`config.mk`:
```
export PLATFORM = sky130hd
export DESIGN_NAME = fetch_unit
export DESIGN_NICKNAME = d
export VERILOG_FILES = /design/src/rtl/cpu_types_pkg.sv /design/src/rtl/fetch_unit.sv
export SDC_FILE = /design/constraint.sdc
export NUM_CORES = 1
export LEC_CHECK = 0
export CAP_MARGIN = 10
export CORE_MARGIN = 1.5
export CORE_UTILIZATION = 35
export CTS_BUF_LIST = sky130_fd_sc_hd__clkbuf_4 sky130_fd_sc_hd__clkbuf_8 sky130_fd_sc_hd__clkbuf_16
export CTS_CLUSTER_SIZE = 28
export DETAILED_ROUTE_END_ITERATION = 12
export MAX_ROUTING_LAYER = met4
export PLACE_DENSITY = 0.85
export SETUP_SLACK_MARGIN = 0.5
export SLEW_MARGIN = 20
export SYNTH_ARGS = -nofsm -noshare
export SYNTH_HDL_FRONTEND = slang
export SYNTH_SLANG_ARGS = --single-unit
```
`constraint.sdc`:
```
create_clock -name CLK -period 2.16 [get_ports CLK]
set_clock_uncertainty 0.1 [all_clocks]
set_input_delay 0.216 -clock CLK [delete_from_list [all_inputs] [get_ports CLK]]
set_output_delay 0.216 -clock CLK [all_outputs]
set_load 0.05 [all_outputs]
```
`src/rtl/cpu_types_pkg.sv`:
```
// Shared CPU types: machine word, fetch FSM states and PC step.
// No logic; pure declarations plus a word-alignment helper.
// No flow control of its own.
package cpu_types_pkg;

    typedef logic [31:0] word_t;

    typedef enum logic [1:0] {
        RUN    = 2'd0,
        DRAIN  = 2'd1,
        HALTED = 2'd2
    } fetch_state_t;

    localparam word_t PC_STEP = 32'd4;

    function automatic word_t word_align(input word_t addr);
        return addr & ~word_t'(3);
    endfunction

endpackage

```
`src/rtl/fetch_unit.sv`:
```
// Fetch driver: reads imem at pc_out, advances or redirects the PC, buffers one instruction for decode.
// Latency: instr_valid rises the cycle after ihit; pc_next/pcWEN/imemREN are combinational.
// Backpressure: imemREN drops while the buffer is full and id_ready is low. FETCH_STALL_COUNT_EN adds stall_count.
module fetch_unit
    import cpu_types_pkg::*;
#(
    parameter word_t PC_INIT = 32'h0000_0000
) (
    input  logic        CLK,
    input  logic        RST,
    input  word_t       pc_out,
    output word_t       pc_next,
    output logic        pcWEN,
    output logic        imemREN,
    output logic [31:0] imemaddr,
    input  logic        ihit,
    input  logic [31:0] imemload,
    output logic [31:0] instr_out,
    output logic [31:0] instr_pc,
    output logic        instr_valid,
    input  logic        id_ready,
    input  logic        redirect,
    input  logic [31:0] redirect_addr,
    input  logic        halt
`ifdef FETCH_STALL_COUNT_EN
    ,
    output logic [31:0] stall_count
`endif
);

    fetch_state_t state_q, state_d;
    logic         buffer_free;
    logic         redir_take;
    logic         accept;
    logic         consume;

    always_comb begin
        buffer_free = !instr_valid || id_ready;
        redir_take  = !RST && redirect && (state_q != HALTED);
        imemREN     = !RST && (state_q == RUN) && buffer_free && !redirect;
        accept      = imemREN && ihit;
        consume     = instr_valid && id_ready;
        imemaddr    = pc_out;
    end

    always_comb begin
        state_d = state_q;
        pcWEN   = 1'b0;
        pc_next = pc_out;
        if (RST) begin
            pc_next = PC_INIT;
        end else begin
            // Redirect outranks accept; imemREN already excludes the overlap in RUN.
            if (redir_take) begin
                pcWEN   = 1'b1;
                pc_next = word_align(redirect_addr);
            end else if (accept) begin
                pcWEN   = 1'b1;
                pc_next = pc_out + PC_STEP;
            end
            case (state_q)
                RUN: begin
                    if (!redir_take && halt)
                        state_d = (instr_valid && !id_ready) ? DRAIN : HALTED;
                end
                DRAIN: begin
                    if (redir_take || consume || !instr_valid)
                        state_d = HALTED;
                end
                HALTED:  state_d = HALTED;
                default: state_d = RUN;
            endcase
        end
    end

    always_ff @(posedge CLK) begin
        if (RST)
            state_q <= RUN;
        else
            state_q <= state_d;
    end

    always_ff @(posedge CLK) begin
        if (RST) begin
            instr_out   <= '0;
            instr_pc    <= '0;
            instr_valid <= 1'b0;
        end else if (redir_take) begin
            instr_valid <= 1'b0;
        end else if (accept) begin
            instr_out   <= imemload;
            instr_pc    <= pc_out;
            instr_valid <= 1'b1;
        end else if (consume) begin
            instr_valid <= 1'b0;
        end
    end

`ifdef FETCH_STALL_COUNT_EN
    always_ff @(posedge CLK) begin
        if (RST)
            stall_count <= '0;
        else if (imemREN && !ihit && (stall_count != 32'hFFFF_FFFF))
            stall_count <= stall_count + 32'd1;
    end
`endif

endmodule
```
* After elaboration in Yosys (flattened, before gate mapping)
Index checks and enable logic that the tools add are counted.
** Cells by class
- Add/subtract/negate cells :: 1
- Equal/unequal tests :: 5
- Mux-type cells :: 12
- Bitwise logic cells :: 1
- Reductions and logical operators :: 22
** Operators by type and width (number)
- two-way mux 32 bit :: 3
- adder 32 x 3 -> 32 bit (second input constant) :: 1
- logical AND 1 bit :: 9
- two-way mux 2 bit :: 3
- case mux 2 bit (3 select lines) :: 1
- logical NOT 1 bit :: 5
- two-way mux 1 bit :: 5
- inequality test 2 bit (second input constant) :: 2
- AND reduction 2 bit :: 2
- logical OR 1 bit :: 3
- == test 2 x 1 -> 1 bit (second input constant) :: 1
- == test 2 bit (second input constant) :: 1
- logical NOT 2 bit :: 1
- inequality test 2 x 1 -> 1 bit (second input constant) :: 1
- nonzero test 2 bit :: 1
- OR reduction 2 bit :: 1
- NOT 1 bit :: 1
** Storage, ports and cells
- Bits in registers :: 67
- Output and inout bits :: 131
- Logic and storage cells :: 45

* Depth between registers and ports, before layout
Gate-level depths: netlist of the first run.
- Word-level depth :: 8
- Depth in mapped cells :: 9
- Gate-level depth less buffers :: 7

* Worst setup path before layout of the first run
Ideal clock, no wire load.
- Path kind :: flip-flop to output port
- From :: reg state_q[0]
- To :: out pc_next[17]
- Arrival time :: 2.912 ns
- Data required time :: 1.844 ns
- Setup slack :: -1.068 ns
- Stages on the path, launching flop included :: 9
- Buffers on the path :: 1
- Cell sequence :: dfxtp_1 > inv_1 > ha_1 > buf_2 > and4bb_1 > nand3_1 > nor3_1 > a211oi_1 > nor4_1
** Between the ends
- Word-level cells in the longest chain between the ends :: 8
- Elaborated cells between the ends (all ways) :: 10
- Classes of those cells :: 1 x eq/ne; 3 x mux; 6 x reduce/logical
** RTL lines
- start, declared :: RTL line fetch_unit.sv:31 : fetch_state_t state_q, state_d;
- start signal, assigned :: RTL line fetch_unit.sv:80 : state_q <= state_d;
- logical NOT 2 bit :: RTL line fetch_unit.sv:40 : imemREN = !RST && (state_q == RUN) && buffer_free && !redirect;
- logical AND 1 bit (3 in series) :: RTL line fetch_unit.sv:40
- logical AND 1 bit :: RTL line fetch_unit.sv:41 : accept = imemREN && ihit;
- two-way mux 32 bit :: RTL line fetch_unit.sv:57 : end else if (accept) begin
- two-way mux 32 bit * :: RTL line fetch_unit.sv:54 : if (redir_take) begin
- two-way mux 32 bit * :: RTL line fetch_unit.sv:50 : if (RST) begin
- end, declared :: RTL line fetch_unit.sv:12 : output word_t pc_next,
Mark *: on every way between the ends. The rest lies on a longest branch, timed or not.

* Worst setup path after layout of the first run
- From :: reg state_q[0]
- To :: out pc_next[19]
Same word-level chain as after synthesis.

==> results of run 1 <==
==> tightest hold or removal path, stage by stage <==
cell	delay [ns]
dlymetal6s2s_1	0.14
buf_4	0.18
nand2_2	0.05
a21oi_1	0.05
==> routing by layer <==
layer,share of wire,track usage,up-vias
met5,0,-,-
met4,0.032,0.1308,0
met3,0.059,0.06046,54
met2,0.54,0.5293,226
met1,0.37,0.3256,2520
li1,-,-,2308
==> flip-flops by register name, indices dropped and copies added, names as in the netlist <==
name         flops
instr_out       32
instr_pc        32
instr_valid      1
state_q          2
==> metrics by stage <==
stage	utilization	cell area (sq um)
3_5_place_dp	0.6784	7451
4_1_cts	0.7739	8499
2_1_floorplan	-	4561
3_3_place_gp	0.6784	7451
5_1_grt	0.8364	9186
6_report	0.8364	9186
==> cells in the final DEF, fill, tap and decap left out, types with 5 or more instances in the layout <==
master             n
dlygate4sd2_1     76
xnor2_2           15
nor4_4            16
a21oi_2           36
buf_8              5
nand2_4           12
nor2_4             5
nor2_1            26
dfxtp_1           64
a21oi_1           31
a211oi_4          20
buf_12            49
clkbuf_16         15
nor3_4             6
buf_6             19
clkdlybuf4s50_1   86
nand2b_4           5
buf_4            113
nand2_1           77
nand2_2           49
a22o_2             5
nand3_1            7
buf_16             7
==> worst paths after layout <==
| kind | endpoint | depth (start not counted) |
|---|---|---|
| worst max-delay path | pc_next[19] | 9 |
| worst min-delay path | instr_pc[4]$_SDFFE_PP0P_ | 4 |
| worst max register to register | instr_out[19]$_SDFFE_PP0P_ | 14 |
| worst min register to register | instr_out[11]$_SDFFE_PP0P_ | 2 |
==> report_power, final <==
part | switching, W | leakage, nW | total (W) | internal, W
clock | 0.000599 | 0.150 | 0.00151 | 0.000909
combinational | 0.00113 | 3.32 | 0.00206 | 0.000929
sequential | 0.0000318 | 0.544 | 0.00131 | 0.00128
total | 0.00177 | 4.01 | 0.00488 | 0.00312
==> what timing repair did <==
action,CTS,global route
endpoints found under the setup margin,146,101
resized for setup,184,109
hold buffers,0,0
cloned,10,6
pin swaps,53,30
setup buffers,23,15
==> area by class of cell <==
cell class | instances | area [sq um] | area share
timing repair buffer | 363 | 4033 | 0.4390
multi-input combinational | 372 | 3312 | 0.3605
sequential | 67 | 1345 | 0.1464
clock buffer | 10 | 232.7 | 0.02533
tap | 140 | 175.2 | 0.01907
clock inverter | 6 | 66.31 | 0.007219
inverter | 6 | 22.52 | 0.002452
==> cells by family (layout without fill, tap and decap cells) <==
group | Yosys count | after routing | synth area share
buf+inv | 74 | 385 | 0.1177
mux | 1 | 1 | 0.002511
compound gates | 102 | 102 | 0.1582
flops | 67 | 67 | 0.3365
simple gates | 237 | 239 | 0.3145
fa+ha+maj | 5 | 5 | 0.01569
xor+xnor | 25 | 25 | 0.05493
==> results.json, run 1 <==
{
  "yosysTopAreaCell": "dfxtp_1",
  "crit_arrival_ns": 2.32,
  "initial_core_util": 0.3630,
  "synth_fp_nets": 618,
  "cp_max_fo": 7,
  "critical_path_buf_inv_count": 3,
  "fin_tns_setup_ns": -12.52,
  "cp_top_family": "simple AND/OR/NAND/NOR gates",
  "fillers": 597,
  "relSlewSlack": 0.3443,
  "dp_slack_ns": -0.4170,
  "reg2reg_from": "state_q[1]$_SDFFE_PP0P_",
  "grt_pass1_vias": 5109,
  "grt.overflow.total": 0,
  "max_freq_ghz": 0.3800,
  "fp.dieW_um": 109.7,
  "power_w": 0.004885,
  "gp_congestion": 0.8640,
  "yosysTopAreaCellShare": 0.3365,
  "final-hold-violation-count": 0,
  "ys_types": 46,
  "synthToLayoutAreaGrowth_pct": 130.4,
  "grt_use_total": 0.3001,
  "worstSkewPairLatency_ns": 0.34,
  "post-place-cells": 894,
  "ys.flop_type": "dfxtp_1",
  "cts_tree": "done",
  "grt_first_pass_wirelength_mm": 26.41,
  "final_max_slew_viol_count": 0,
  "critPathKind": "flip-flop to primary output",
  "hpwl_mm": 11.84,
  "violations": "setup timing",
  "fin_ws_ns": -0.4715,
  "wl_per_cell_um": 21.01,
  "cp_slowest_cell": "dfxtp_2",
  "die_area_sq_mm": 0.01204,
  "antenna_cells": 0,
  "synthesis.area_sq_mm": 0.003986,
  "route.detailed.drc": 0,
  "fin_crit_sh": 1.218,
  "clockRootBuffer": "clkbuf_16",
  "portBuffers": 230,
  "clockBufferDepth": 2,
  "cp-end-kind": "primary output",
  "setup_violations": 61,
  "grt_max_degree": 61,
  "ant_nets": 0,
  "synth_most_common_cell": "nand2_1",
  "syn_inst": 511,
  "min-delay-start": "pc_out[4]",
  "rsz0062_at_grt": "true",
  "final_nets": 926,
  "finalWirelength_mm": 20.25,
  "rrSetupSlack_ns": -0.06,
  "synth_common_cells": "nand2_1, a21oi_1, dfxtp_1",
  "fin_crit_ns": 2.632,
  "power_leakage_nw": 4.014,
  "antenna_found_initial": 0,
  "clock_sinks": 67,
  "drtIter0Drc": 325,
  "via_per_inst": 5.299,
  "whs_ns": 0.2618,
  "status": "finished with violations",
  "yosys_warnings": 0,
  "postSynthAreaPerCell_sq_um": 7.801,
  "startpoint_type": "flip-flop",
  "synth_area_leaders": "dfxtp_1, nand2_1, a21oi_1, buf_4, xnor2_1",
  "dr.pass1.iters": 4,
  "timing.critical_path.from": "state_q[0]$_SDFFE_PP0P_",
  "ys_seq_area_frac": 0.3365,
  "async_reset_ff_frac": 0,
  "max_cap_viol_count": 0,
  "p_per_area_mw_per_mm2": 531.7,
  "num_vias": 5108,
  "drive_gt1_frac": 0.5085,
  "vdd_ir_drop_max_mv": 0.4630,
  "hp-class": "primary input to flip-flop",
  "layoutNonFillerInstCount": 964,
  "core_area_sq_mm": 0.01098,
  "io_pins": 233,
  "cts_made_buffers": 9,
  "clkSlewWorstSetupHoldPaths_ns": 0.06,
  "yosys_register_bits": 67,
  "cp.required_ns": 1.84,
  "die_h_um": 109.7,
  "worst_pin_slew_ns": 0.9836,
  "worstPathCellList": "inv_2 -> ha_4 -> and4bb_1 -> nand3_4 -> buf_6 -> nor4_4 -> xnor2_2 -> a211oi_4 -> buf_12",
  "synth_edf_count": 0,
  "rows": 38,
  "slowest_delay_ns": 0.32,
  "htree_levels": 3
}
Note: power is estimated with default switching activity, not from simulation.
==> run 2: changes to the inputs <==
CORE_UTILIZATION = 38   (was 35)
PLACE_DENSITY = 0.88   (was 0.85)
clock period = 3 ns   (was 2.16 ns; I/O delays follow)
==> results.json, run 2 (same netlist as run 1, synthesis figures left out) <==
{
  "fin_tns_setup_ns": 0,
  "relSlewSlack": 0.4844,
  "via_per_inst": 5.231,
  "synthToLayoutAreaGrowth_pct": 94.57,
  "initial_core_util": 0.3896,
  "setup_violations": 0,
  "grt_first_pass_wirelength_mm": 23.81,
  "wl_per_cell_um": 18.08,
  "ant_nets": 0,
  "cp_max_fo": 6,
  "final_cell_mix": "clkdlybuf4s50_1, nand2_1, a21oi_1, dfxtp_1, buf_4",
  "worst_pin_slew_ns": 0.7734,
  "largestRegisters": "instr_out: 32 flops, instr_pc: 32 flops, state_q: 2 flops",
  "startpoint_type": "flip-flop",
  "clockRootBuffer": "clkbuf_8",
  "die_area_sq_mm": 0.01111,
  "min-delay-start": "id_ready",
  "final_common_cell": "clkdlybuf4s50_1",
  "max_freq_ghz": 0.3723,
  "vdd_ir_drop_max_mv": 0.2865,
  "fin_util": 0.7581,
  "grt_pass1_vias": 4744,
  "final-hold-violation-count": 0,
  "rsz0062_at_grt": "true",
  "core_area_sq_mm": 0.01023,
  "dr.pass1.iters": 6,
  "drive_gt1_frac": 0.2712,
  "rows": 37,
  "timing.critical_path.from": "state_q[1]$_SDFFE_PP0P_",
  "hpwl_mm": 10.99,
  "drtIter0Drc": 247,
  "final_max_slew_viol_count": 0,
  "htree_levels": 3,
  "max_cap_viol_count": 0,
  "fp.dieW_um": 105.4,
  "final_nets": 858,
  "crit_arrival_ns": 2.29,
  "cp.required_ns": 2.60,
  "fin_crit_sh": 0.8954,
  "hp-class": "primary input to flip-flop",
  "cts_hold_buf": 0,
  "clock_sinks": 67,
  "io_pins": 233,
  "fin_crit_ns": 2.686,
  "status": "finished clean",
  "antenna_found_initial": 1,
  "cp-end-kind": "primary output",
  "cts_made_buffers": 9,
  "cts_tree": "done",
  "p_per_area_mw_per_mm2": 372.2,
  "reg2reg_from": "state_q[0]$_SDFFE_PP0P_",
  "critPathKind": "flip-flop to primary output",
  "num_vias": 4671,
  "grt_max_degree": 48,
  "gp_congestion": 0.8499,
  "route.detailed.drc": 0,
  "finalWirelength_mm": 16.14,
  "clkSlewWorstSetupHoldPaths_ns": 0.09,
  "power_leakage_nw": 3.040,
  "worstSkewPairLatency_ns": 0.35,
  "grt.overflow.total": 0,
  "portBuffers": 230,
  "clockBufferDepth": 2,
  "die_h_um": 105.4,
  "grt_use_total": 0.2786
}
run 2: metal layers:
metal / global-route usage / vias up / part of all wire
met5: - / - / 0
met4: 0.1194 / 0 / 0.026
met3: 0.06184 / 38 / 0.067
met2: 0.5140 / 209 / 0.54
met1: 0.2819 / 2251 / 0.36
li1: - / 2173 / -
run 2: path summary, 6_finish.rpt:
path,cells past startpoint,end,slack [ns]
max reg2reg,8,state_q[1]$_SDFFE_PP0P_,0.91
min,4,state_q[0]$_SDFFE_PP0P_,0.21
min reg2reg,2,instr_out[3]$_SDFFE_PP0P_,0.35
max,10,pc_next[23],0.31
run 2: power by group:
part / switching [W] / internal, W / total [W]
Combinational: 0.000707 / 0.000521 / 0.00123
Clock: 0.000396 / 0.000323 / 0.000719
Sequential: 0.0000173 / 0.000921 / 0.000939
Total: 0.00112 / 0.00177 / 0.00289
run 2: what timing repair did:
| item | in CTS | in global routing |
|---|---|---|
| pin swaps | 50 | 17 |
| resized for setup | 88 | 29 |
| setup endpoints to repair | 30 | 29 |
| buffers inserted | 12 | 18 |
| gates cloned | 3 | 0 |
run 2: metrics by stage:
stage	instance area (sq um)	std cells	total power, W	setup slack, ns	hold WS (ns)
2_1_floorplan	4228	511	0.001611	0.2477	0.3360
3_3_place_gp	6858	843	0.002090	0.2026	0.3414
3_5_place_dp	6858	843	0.002112	0.1256	0.3457
4_1_cts	7488	874	0.002864	0.3107	0.2478
5_1_grt	7756	893	0.002968	0.2604	0.2200
6_report	7756	893	0.002886	0.3137	0.2076
run 2: area by class of cell:
| cell class | instances | area, sq um |
|---|---|---|
| Fill cell | 664 | 2475 |
| Clock buffer | 10 | 137.6 |
| Multi-Input combinational cell | 371 | 2788 |
| Timing Repair Buffer | 296 | 3251 |
| Tap cell | 136 | 170.2 |
| Antenna cell | 1 | 2.502 |
| Clock inverter | 6 | 41.29 |
| Inverter | 6 | 22.52 |
| Sequential cell | 67 | 1344 |
run 2: critical path, cell delays in order, from the launching register on:
cell and delay [ns]:
dfxtp_2 0.33, inv_2 0.08, ha_4 0.14, and4bb_1 0.25, nand3_4 0.12, buf_12 0.17
buf_6 0.11, nor4_4 0.17, xnor2_2 0.13, a211oi_4 0.25, buf_12 0.17
==> run 3: changes to the inputs <==
--- a/config.mk
+++ b/config.mk
@@ -12,6 +12,8 @@
 export CTS_CLUSTER_SIZE = 28
 export DETAILED_ROUTE_END_ITERATION = 12
+export GPL_TIMING_DRIVEN = 1
 export MAX_ROUTING_LAYER = met4
 export PLACE_DENSITY = 0.88
+export REMOVE_ABC_BUFFERS = 1
 export SETUP_SLACK_MARGIN = 0.5
 export SLEW_MARGIN = 20
==> constraint.sdc (replaced) <==
create_clock -name CLK -period 3 [get_ports CLK]
set_clock_uncertainty 0.1 [all_clocks]
set_input_delay 0.6 -clock CLK [delete_from_list [all_inputs] [get_ports CLK]]
set_output_delay 0.6 -clock CLK [all_outputs]
set_load 0.05 [all_outputs]
==> results.json, run 3 (same netlist as run 1, synthesis figures left out) <==
{
  "status": "finished with violations",
  "violations": "setup timing",
  "fin_crit_sh": 1.041,
  "io_pins": 233,
  "drive_gt1_frac": 0.3595,
  "antenna_found_initial": 0,
  "cts_tree": "done",
  "gp_congestion": 0.8670,
  "reg2reg_from": "state_q[1]$_SDFFE_PP0P_",
  "die_h_um": 105.4,
  "ant_nets": 0,
  "hp-class": "flip-flop to flip-flop",
  "grt_pass1_vias": 4785,
  "cts_made_buffers": 9,
  "wl_per_cell_um": 17.32,
  "worst_pin_slew_ns": 0.6773,
  "fin_util": 0.7632,
  "finalWirelength_mm": 16.30,
  "drtIter0Drc": 257,
  "final_cell_mix": "nand2_1, clkdlybuf4s50_1, buf_4, a21oi_1, dfxtp_1",
  "fin_ws_ns": -0.1232,
  "num_vias": 4838,
  "grt_max_degree": 66,
  "setup_violations": 13,
  "worstSkewPairLatency_ns": 0.35,
  "crit_arrival_ns": 2.42,
  "fp.dieW_um": 105.4,
  "grt_first_pass_wirelength_mm": 24.54,
  "fin_crit_ns": 3.123,
  "cp-end-kind": "primary output",
  "hpwl_mm": 11.25,
  "rrSetupSlack_ns": 0.65,
  "multi_input_area_sq_mm": 0.002584,
  "grt.overflow.total": 0,
  "startpoint_type": "flip-flop",
  "final_common_cell": "nand2_1",
  "seqCellArea_sq_mm": 0.001344,
  "reg2reg_to": "instr_out[22]$_SDFFE_PP0P_",
  "p_per_area_mw_per_mm2": 383.8,
  "final_nets": 906,
  "whs_ns": 0.3551,
  "reg2reg_depth": 11,
  "largestRegisters": "instr_out: 32 flops, instr_pc: 32 flops, state_q: 2 flops",
  "clockBufferDepth": 2,
  "final_max_slew_viol_count": 0,
  "core_area_sq_mm": 0.01023,
  "clkSlewWorstSetupHoldPaths_ns": 0.09,
  "portBuffers": 230,
  "rsz0062_at_grt": "true",
  "final-hold-violation-count": 0,
  "clockRootBuffer": "clkbuf_8",
  "crit_end": "pc_next[14]",
  "critPathKind": "flip-flop to primary output",
  "die_area_sq_mm": 0.01111,
  "vdd_ir_drop_max_mv": 0.1983,
  "clock_sinks": 67,
  "synthToLayoutAreaGrowth_pct": 95.89,
  "route.detailed.drc": 0,
  "dr.pass1.iters": 5,
  "max_freq_ghz": 0.3202,
  "fin_area_sq_mm": 0.007809,
  "relSlewSlack": 0.5485,
  "rows": 37,
  "place_area_sq_mm": 0.006947,
  "grt_use_total": 0.2859,
  "via_per_inst": 5.141,
  "cts_hold_buf": 0,
  "cp.required_ns": 2.30,
  "timing.critical_path.from": "state_q[1]$_SDFFE_PP0P_",
  "htree_levels": 3,
  "max_cap_viol_count": 0,
  "initial_core_util": 0.3896,
  "fillers": 697,
  "power_leakage_nw": 3.228,
  "cp_max_fo": 4
}
-- run 3: cell count changes in the layout (fill, tap and decap cells not counted), sizes merged, moves of 4 or more --
cell,before,now
buf,98,191
clkdlybuf4s15,1,11
clkdlybuf4s50,168,131
clkinv,6,2
dlygate4sd2,20,10
dlymetal6s2s,7,0
-- run 3: worst min path at each step --
stage                               startpoint                          to  slack (ns)  cells after the start
global route         instr_pc[25]$_SDFFE_PP0P_   instr_pc[25]$_SDFFE_PP0P_        0.38                      2
finish               instr_pc[16]$_SDFFE_PP0P_   instr_pc[16]$_SDFFE_PP0P_        0.36                      2
detailed placement    instr_pc[8]$_SDFFE_PP0P_    instr_pc[8]$_SDFFE_PP0P_        0.35                      2
CTS                   instr_pc[8]$_SDFFE_PP0P_    instr_pc[8]$_SDFFE_PP0P_        0.36                      2
global placement    instr_out[23]$_SDFFE_PP0P_  instr_out[23]$_SDFFE_PP0P_        0.34                      2
floorplan              state_q[0]$_SDFFE_PP0P_     state_q[0]$_SDFFE_PP0P_        0.37                      2
-- run 3: layout make-up --
type | instances | area share
well taps | 136 | 0.02179
flip-flops and latches | 67 | 0.1721
clock buffers | 9 | 0.01586
repair buffers | 344 | 0.4454
diodes | 1 | 0.0003205
inverters | 6 | 0.002884
clock inverters | 7 | 0.01074
multi-input cells | 371 | 0.3309
-- run 3: report_power, final --
part	total, W	switching (W)	leakage (nW)	internal [W]
registers	0.000939	0.0000173	0.544	0.000921
clock network	0.000811	0.000412	0.102	0.000399
logic	0.00125	0.000693	2.58	0.000554
total	0.00300	0.00112	3.23	0.00187
-- run 3: critical path: stages (launching register included) --
cell and delay [ns]:
dfxtp_2 0.33, inv_2 0.08, ha_4 0.15, buf_6 0.09, buf_6 0.09, nand4_4 0.12
buf_12 0.17, buf_8 0.12, nor4_4 0.25, xnor2_2 0.11, a211oi_2 0.27, buf_4 0.16
buf_12 0.12
-- run 3: what timing repair did --
action                                  4_1_cts  5_1_grt
gates resized for setup                     148       33
cloned                                        2        0
pin swaps                                    72       35
endpoints found under the setup margin       35       34
setup buffers                                13       12
-- run 3: layer usage --
layer / track usage / routed length [um] / up-vias
met5: - / 0 / -
met4: 0.1135 / 456 / 0
met3: 0.04762 / 914 / 41
met2: 0.5285 / 8810 / 217
met1: 0.3019 / 6118 / 2304
li1: - / - / 2276
-- run 3: stage by stage --
| step | cells | TNS [ns] | total power (W) | worst slack (ns) |
|---|---|---|---|---|
| after floorplan | 443 | -17.48 | 0.001397 | -1.558 |
| after global placement | 897 | -7.696 | 0.002080 | -0.4040 |
| after detailed placement | 897 | -9.082 | 0.002106 | -0.4310 |
| after CTS | 928 | -0.1557 | 0.002950 | -0.03124 |
| after global routing | 940 | -2.200 | 0.003098 | -0.1668 |
| final | 941 | -0.6258 | 0.002997 | -0.1232 |
